--- src/rtl/htif_tohost_poller.sv ---
// Round-robin tohost poller over the HTIF PCR request/reply port; clears tohost after each nonzero report.
// Optional cycle-limit watchdog with a max_cycles port: define HTIF_TIMEOUT_EN.
module htif_tohost_poller #(
    parameter int                NUM_CORES   = 1,
    parameter int                XLEN        = 32,
    parameter int                ADDR_W      = 12,
    parameter logic [ADDR_W-1:0] TOHOST_ADDR = 12'h780,
    parameter int                CORE_W      = 4,
    parameter int                POLL_GAP    = 4,
    parameter int                CYC_W       = 64
) (
    input  logic              clk,
    input  logic              reset,
    input  logic              enable,
    output logic              req_valid,
    input  logic              req_ready,
    output logic              req_rw,
    output logic [ADDR_W-1:0] req_addr,
    output logic [XLEN-1:0]   req_data,
    output logic [CORE_W-1:0] req_core,
    input  logic              rep_valid,
    output logic              rep_ready,
    input  logic [XLEN-1:0]   rep_data,
    output logic              done,
    output logic              pass,
    output logic [XLEN-2:0]   exit_code,
    output logic [CORE_W-1:0] fail_core,
    output logic              timeout,
`ifdef HTIF_TIMEOUT_EN
    input  logic [CYC_W-1:0]  max_cycles,
`endif
    output logic [CYC_W-1:0]  cycle_cnt
);
    localparam int GAP_W = (POLL_GAP < 1) ? 1 : $clog2(POLL_GAP + 1);

    typedef enum logic [2:0] {IDLE, GAP, RD_REQ, RD_WAIT, CLR_REQ, CLR_WAIT, DONE} state_t;

    state_t               state;
    logic [CORE_W-1:0]    cur;
    logic [NUM_CORES-1:0] passed_mask;
    logic [GAP_W-1:0]     gap_cnt;
    logic                 fail_flag;
    logic [CYC_W-1:0]     cnt_inc;

    // Next core after c (wrapping) whose bit in m is clear; c itself only if it is the sole candidate.
    function automatic logic [CORE_W-1:0] next_core(input logic [CORE_W-1:0] c,
                                                    input logic [NUM_CORES-1:0] m);
        logic [CORE_W-1:0] nc;
        nc = c;
        for (int k = NUM_CORES - 1; k >= 1; k--)
            for (int i = 0; i < NUM_CORES; i++)
                if (!m[i] && i == (int'(c) + k) % NUM_CORES) nc = CORE_W'(i);
        return nc;
    endfunction

    assign cnt_inc  = (&cycle_cnt) ? cycle_cnt : cycle_cnt + CYC_W'(1);
    assign req_core = cur;
    assign req_data = '0;

`ifdef HTIF_TIMEOUT_EN
    logic timeout_r;
    assign timeout = timeout_r;
`else
    assign timeout = 1'b0;
`endif

    always_ff @(posedge clk) begin
        if (!reset) begin
            state       <= IDLE;
            cur         <= '0;
            passed_mask <= '0;
            gap_cnt     <= '0;
            fail_flag   <= 1'b0;
            req_valid   <= 1'b0;
            req_rw      <= 1'b0;
            req_addr    <= '0;
            rep_ready   <= 1'b0;
            done        <= 1'b0;
            pass        <= 1'b0;
            exit_code   <= '0;
            fail_core   <= '0;
            cycle_cnt   <= '0;
`ifdef HTIF_TIMEOUT_EN
            timeout_r   <= 1'b0;
`endif
        end else begin
            req_addr <= TOHOST_ADDR;
            if (state != DONE) cycle_cnt <= cnt_inc;
`ifdef HTIF_TIMEOUT_EN
            // Compare the count including this cycle so the frozen count is the one that tripped.
            if (state != DONE && max_cycles != '0 && cnt_inc > max_cycles) begin
                state     <= DONE;
                done      <= 1'b1;
                timeout_r <= 1'b1;
                pass      <= 1'b0;
                exit_code <= '0;
                fail_core <= cur;
                req_valid <= 1'b0;
                rep_ready <= 1'b0;
            end else
`endif
            begin
                case (state)
                    IDLE: if (enable) begin
                        state   <= GAP;
                        gap_cnt <= GAP_W'(POLL_GAP);
                    end
                    GAP: begin
                        if (!enable) state <= IDLE;
                        else if (gap_cnt == '0) begin
                            state     <= RD_REQ;
                            req_valid <= 1'b1;
                            req_rw    <= 1'b0;
                        end else gap_cnt <= gap_cnt - GAP_W'(1);
                    end
                    RD_REQ, CLR_REQ: if (req_ready) begin
                        state     <= (state == RD_REQ) ? RD_WAIT : CLR_WAIT;
                        req_valid <= 1'b0;
                        rep_ready <= 1'b1;
                    end
                    RD_WAIT: if (rep_valid) begin
                        rep_ready <= 1'b0;
                        if (rep_data == '0) begin
                            cur     <= next_core(cur, passed_mask);
                            state   <= GAP;
                            gap_cnt <= GAP_W'(POLL_GAP);
                        end else begin
                            if (rep_data == XLEN'(1)) begin
                                for (int i = 0; i < NUM_CORES; i++)
                                    if (int'(cur) == i) passed_mask[i] <= 1'b1;
                            end else begin
                                exit_code <= rep_data[XLEN-1:1];
                                fail_core <= cur;
                                fail_flag <= 1'b1;
                            end
                            state     <= CLR_REQ;
                            req_valid <= 1'b1;
                            req_rw    <= 1'b1;
                        end
                    end
                    CLR_WAIT: if (rep_valid) begin
                        rep_ready <= 1'b0;
                        req_rw    <= 1'b0;
                        if (fail_flag || (&passed_mask)) begin
                            state <= DONE;
                            done  <= 1'b1;
                            pass  <= !fail_flag;
                        end else begin
                            cur     <= next_core(cur, passed_mask);
                            state   <= GAP;
                            gap_cnt <= GAP_W'(POLL_GAP);
                        end
                    end
                    DONE: ;
                    default: state <= IDLE;
                endcase
            end
        end
    end
endmodule

--- config.mk ---
export PLATFORM = sky130hd
export DESIGN_NAME = htif_tohost_poller
export DESIGN_NICKNAME = d
export VERILOG_FILES = /design/src/rtl/htif_tohost_poller.sv
export SDC_FILE = /design/constraint.sdc
export NUM_CORES = 1
export LEC_CHECK = 0
export CORE_ASPECT_RATIO = 0.6
export CORE_MARGIN = 5
export CORE_UTILIZATION = 50
export DETAILED_ROUTE_END_ITERATION = 6
export HOLD_SLACK_MARGIN = 0.03
export MAX_ROUTING_LAYER = met4
export PLACE_DENSITY = 0.95
export RECOVER_POWER = 50
export SLEW_MARGIN = 20
export SYNTH_ARGS = -nofsm -noshare
export SYNTH_HDL_FRONTEND = slang
export SYNTH_SLANG_ARGS = --single-unit
--- constraint.sdc ---
create_clock -name clk -period 6.7 [get_ports clk]
set_input_delay 0.67 -clock clk [delete_from_list [all_inputs] [get_ports clk]]
set_output_delay 0.67 -clock clk [all_outputs]
set_load 0.02 [all_outputs]
==> metrics.md, run 1 <==
| Metric | Value |
|---|---|
| Final Util | roughly 64% |
| I/O Pins | 190 |
| Clk_lat worst skew | approximately 0.34 ns |
| PortBufs | 140 |
| Vias per cell | 5.803 |
| Worst Setup Path Type | reg -> reg |
| CTS Buffer Depth | 2 |
| Placed Cells | a little under 1,000 |
| Syn-to-layout area delta | 27.65% |
| Vias | ~5,700 |
| CP startpoint kind | flop |
| Wirelength per Cell | 16.19 µm |
| Slew Viols, Final | 0 |
| Postcts setup bufs | 0 |
| DIE WIDTH | between 100 and 150 µm |
| Cell area after synthesis | about 0.0056 mm² |
| Total power per unit cell area | 216.1 mW/mm² |
| Core area | approximately 0.011 mm² |
| Root Driver | clkbuf_16 |
| Least-Margin Pin Slew | between 0.9 and 1 ns |
| Main synth FF type | dfxtp_1 |
| Finished Layout Cells | just under 1,000 |
| Starting Density | 50.33% |
| Hold Path Class | reg -> reg |
| TritonCTS buffer count | 9 |
| Post-route clock period utilization | 48.66% |
| Worst endpoint required time | around 7 ns |
| MaxCap Viol Count | 0 |
| Maximum operating frequency | 306.8 MHz |
| Static Leak | approximately 2.6 nW |
| Initial antenna violation count | 0 |
| Final antenna-violating net count | 0 |
| H-Tree Level Count | 3 |
| Worst Clk Skew | about 0.0054 ns |
| Vias in the first global route | ~4,900 |
| RD Place Congestion | 0.9186 |
| First-pass GRT wire length | around 25,000 µm |
| Netlist cell types | 51 |
| CP endpoint kind | flop |
| Post-DP HPWL | between 10,000 and 15,000 µm |
| Core Rows | 30 |
| Clock transition at path regs | 0.07 ns |
| Gate Count Post-Synth | just over 700 |
| Setup TNS | 0 ns |
| DRC Markers | 0 |
| Final min period | around 3.3 ns |
| N_diodes | 0 |
| Share of cells above drive strength 1 | 3.234% |
| Crit path DAT | 3.47 ns |
| Ys Warns | 0 |
| Number of flops mapped to enable cells by yosys | 0 |
| Post-synthesis sequential area ratio | 38.89% |
| Fin. Hold Viols | 0 |
| Die area | 0.01351 mm² |
| Cell area after layout | about 0.0072 mm² |
| Area after DPL | about 0.0068 mm² |
| Endpoints failing setup | 0 |
| Largest net degree at the start of global routing | just over 60 |
| Hold WS | about 0.45 ns |
| Die Height | between 90 and 100 µm |
| Slew HR | 33.42% |
| Drt total wl | between 15,000 and 20,000 µm |
| CP max FO | 34 |
| CTS tree | yes |
| Maximum VDD drop | between 0.1 and 0.15 mV |
| TritonCTS sink count | around 110 |
| CTS Hold Bufs | 0 |
| RSZ-0062 raised after global routing | no |
| Initial drt markers | ~590 |
| Grt total ovfl | 0 |
| Count of TritonRoute iterations in the first routing pass | 5 |
| Total chip power | 1.548 mW |
| Post-CTS resize count | 0 |
| Tot GR Track Use | between 20% and 30% |
| FF+latch count, synth | about 110 |
| Status | completed |
| # nets final | between 800 and 900 |
| Syn Area/Cell | roughly 8 µm² |
| Dpl ws | approximately 3.5 ns |
| Post-route setup slack | 3.440 ns |
| Asr flop ratio synth | 0% |
logic make-up after synthesis:
| family | count (synthesis) | share of synthesized area [%] |
|---|---|---|
| flops | 109 | 38.89 |
| compound gates | 173 | 17.46 |
| buf+inv | 101 | 11.15 |
| mux | 6 | 1.071 |
| other cells | 1 | 0.06684 |
| xor+xnor | 6 | 0.9367 |
| simple gates | 315 | 29.75 |
| fa+ha+maj | 3 | 0.6691 |
synthesized netlist by cell type, drive strengths merged (6+ instances only):
library cell,instances,area share (%)
a21oi,89,7.9
and3,7,0.78
and4,13,2.0
buf,59,8.3
clkbuf,28,1.9
dfxtp,109,39
inv,14,0.94
mux2i,6,1.1
nand2,104,7.0
nand2b,6,0.67
nand3,23,2.1
nand4,26,3.0
nor2,31,2.1
nor3,19,1.8
nor4,12,1.3
o21a,8,1.1
o21ai,43,3.8
o31ai,14,1.9
or3,42,4.7
or4,19,2.7
power by group:
group	total (mW)	internal [mW]	switching, mW	leakage (nW)
combinational	0.260	0.102	0.159	1.60
sequential	0.715	0.673	0.0419	0.880
clock	0.573	0.330	0.243	0.156
total	1.55	1.10	0.443	2.63
final timing paths:
path,from,endpoint,slack (ns),cells past startpoint
setup reg to reg,cycle_cnt[4],cycle_cnt[1],3.44,7
setup / recovery,cycle_cnt[4],cycle_cnt[1],3.44,7
hold reg to reg,exit_code[16],exit_code[16],0.45,2
hold / removal,exit_code[16],exit_code[16],0.45,2
layout make-up:
cell class	instances	area, µm²
fill	911	3986
multi-input combinational	552	2995
sequential	109	2182
timing repair buffer	144	1428
clock buffer	9	225.2
tap	144	180.2
clock inverter	7	98.84
inverter	14	52.55
flip-flops by register name, indices dropped and copies added, names as in the netlist:
register / count
state: 3
fail_flag: 1
gap_cnt: 3
req_addr: 1
rep_ready: 1
done: 1
req_rw: 1
cycle_cnt: 64
passed_mask: 1
req_valid: 1
exit_code: 31
pass: 1
cells in the final DEF (no fill, tap or decap), drive strengths merged, types with 2 or more instances in the layout:
cell type	count
clkdlybuf4s50	36
o41ai	2
nor4	12
and2	2
bufinv	2
nand3	23
or3	42
inv	15
nor3	19
clkbuf	10
nand2b	6
buf	3
ha	3
a211oi	2
nor3b	3
and4	13
o2111ai	2
conb	49
nand2	104
or4	19
dfxtp	109
mux2i	6
dlygate4sd3	104
a21oi	89
a31oi	5
and3	7
o31ai	14
xor2	5
nand4b	3
nand4	26
o21ai	43
o21a	8
nor2	31
clkinv	3
nor2b	3
per-layer routing:
metal	wire length [µm]	GRT usage, %	part of all wire [%]	vias up
met4	154	5.086	0.97	0
met1	7275	33.01	46	2628
li1	-	-	-	2722
met5	0	-	0	-
met2	6920	31.87	44	314
met3	1499	5.778	9.5	17
worst max-delay path, stage by stage (launching register included):
cell and delay [ns]:
dfxtp_1 0.47, nand4_1 0.22, or4_4 0.54, or4_4 0.59, o22ai_4 0.57, buf_4 0.42
mux2i_1 0.25, nor2_1 0.05
Note: power is estimated with default switching activity, not from simulation.
==> inputs of run 2 (changes only) <==
Settings changed: CORE_UTILIZATION 50 to 46, PLACE_DENSITY 0.95 to 0.92.
Clock period 6.7 ns to 3.1 ns, I/O delays scaled along.
==> metrics.md, run 2 (same netlist as run 1, synthesis figures left out) <==
| Metric | Value |
|---|---|
| Clock transition at path regs | approximately 0.070 ns |
| Post-route clock period utilization | 93.90% |
| Sequential group share of total power | roughly 43% |
| Static Leak | 2.715 nW |
| Commonest non-fill, non-tap cells in the layout | 109 x dfxtp_1, 104 x nand2_1, 104 x dlygate4sd3_1 |
| DIE WIDTH | approximately 150 µm |
| Clk pwr share | between 30% and 40% |
| CP endpoint | cycle_cnt[37] |
| DRC Markers | 0 |
| Worst Setup Path Type | reg -> reg |
| N_diodes | 0 |
| H-Tree Level Count | 3 |
| Crit path DAT | about 3.2 ns |
| Cell area after layout | 0.007330 mm² |
| CP startpoint kind | flop |
| Hold WS | ~0.45 ns |
| Clk_lat worst skew | between 0.3 and 0.4 ns |
| Largest net degree at the start of global routing | between 60 and 70 |
| I/O Pins | 190 |
| TritonCTS sink count | approximately 110 |
| Initial antenna violation count | 0 |
| Initial drt markers | between 400 and 500 |
| Fillers | between 1,000 and 1,500 |
| Post-DP HPWL | around 12,000 µm |
| Dpl ws | 0.2464 ns |
| Core area | 0.01199 mm² |
| Worst endpoint required time | around 3.4 ns |
| Fin. Hold Viols | 0 |
| Starting Density | approximately 47% |
| R2R Path End | cycle_cnt[37] |
| MaxCap Viol Count | 0 |
| Root Driver | clkbuf_16 |
| PortBufs | 140 |
| Die Height | 95.55 µm |
| Biggest regs | cycle_cnt: 64 flops, exit_code: 31 flops |
| Grt total ovfl | 0 |
| Final min period | roughly 2.9 ns |
| Reg2Reg Launch Point | cycle_cnt[10] |
| Count of TritonRoute iterations in the first routing pass | 5 |
| Endpoints failing setup | 0 |
| Core Rows | 31 |
| RSZ-0062 raised after global routing | no |
| Internal power | approximately 2.6 mW |
| Worst Clk Skew | 0.007419 ns |
| Setup TNS | 0 ns |
| Worst r2r path cells | 6 |
| Post-CTS resize count | 0 |
| Vias in the first global route | roughly 5,000 |
| Status | completed |
| Sw Share | between 20% and 30% |
| First-pass GRT wire length | between 20,000 and 30,000 µm |
| CTS Hold Bufs | 0 |
| Final antenna-violating net count | 0 |
| Die area | 0.01458 mm² |
| Crit path launch | cycle_cnt[10] |
| Hold Path Class | reg -> reg |
| Vias per cell | ~5.6 |
| Slew Viols, Final | 0 |
| Switching power | 0.9525 mW |
| Wirelength per Cell | ~16 µm |
| Syn-to-layout area delta | 30.64% |
| CP max FO | 12 |
| Maximum operating frequency | approximately 340 MHz |
| Maximum VDD drop | roughly 0.27 mV |
| Vias | 5,687 |
| CTS tree | yes |
| Slew HR | roughly half |
| Least-Margin Pin Slew | about 0.74 ns |
| CTS Buffer Depth | 2 |
| Drt total wl | ~17,000 µm |
| Sequential cell area | between 0.002 and 0.0025 mm² |
| Multi-input logic area | 0.002995 mm² |
| Postcts setup bufs | 0 |
| Tot GR Track Use | between 20% and 30% |
| TritonCTS buffer count | 9 |
| Largest register FFs | 64 |
| Area after DPL | 0.006970 mm² |
| CP endpoint kind | flop |
| Commonest non-fill, non-tap cell in the layout | dfxtp_1 |
| Post-route setup slack | roughly 0.19 ns |
| Share of cells above drive strength 1 | ~4.4% |
| R2r setup slk | 0.19 ns |
| Comb power frac | approximately 17% |
| Reg with most FFs | cycle_cnt |
| RD Place Congestion | ~0.93 |
| # nets final | approximately 900 |
| Total power per unit cell area | a little under 500 mW/mm² |
## run 2: cell count changes in the layout (fill, tap and decap cells not counted), sizes merged
cell | previous run | this run
clkbuf | 10 | 12
clkinv | 3 | 0
buf | 3 | 15
inv | 15 | 14
clkinvlp | 1 | 0
bufinv | 2 | 4
## run 2: cell type report
cell class                 count  area share [%]
multi-input combinational    552           40.87
inverter                      14          0.7170
sequential                   109           29.77
tap                          165           2.817
clock buffer                  11           3.312
timing repair buffer         156           20.88
clock inverter                 4           1.639
## run 2: metal layers
layer  global-route usage, %  up-vias  wire length [µm]
met5                       -        -                 0
met3                   5.669       15              1454
met1                   31.57     2652              7805
li1                        -     2752                 -
met2                   31.69      268              7141
met4                   4.003        0               163
## run 2: stage by stage
step / util (%) / instances / power, mW
final: 61.15 / 1011 / 3.529
after global routing: 61.15 / 1011 / 3.681
after CTS: 61.19 / 1011 / 3.549
after detailed placement: 58.16 / 996 / 2.157
after global placement: 58.16 / 996 / 2.137
after floorplan: - / 762 / 1.998
## run 2: critical path: stages (launching register included)
cell,delay (ns)
dfxtp_1,0.45
nand4_2,0.17
or4_1,0.68
nor3_2,0.42
nand3_1,0.38
or4_1,0.57
a21oi_1,0.16
## run 2: how the worst min path moves through the flow
stage	from	end	cells after the start
detailed placement	exit_code[22]	exit_code[22]	2
CTS	exit_code[18]	exit_code[18]	2
floorplan	reset	req_addr[9]	0
global route	exit_code[18]	exit_code[18]	2
finish	exit_code[18]	exit_code[18]	2
global placement	exit_code[5]	exit_code[5]	2
## run 2: power groups by stage
stage / combinational [mW] / clock, mW / sequential, mW
after floorplan: 0.447 / 0 / 1.55
after global placement: 0.587 / 0 / 1.55
after detailed placement: 0.604 / 0 / 1.55
after CTS: 0.611 / 1.42 / 1.52
after global routing: 0.670 / 1.48 / 1.53
final: 0.609 / 1.40 / 1.52
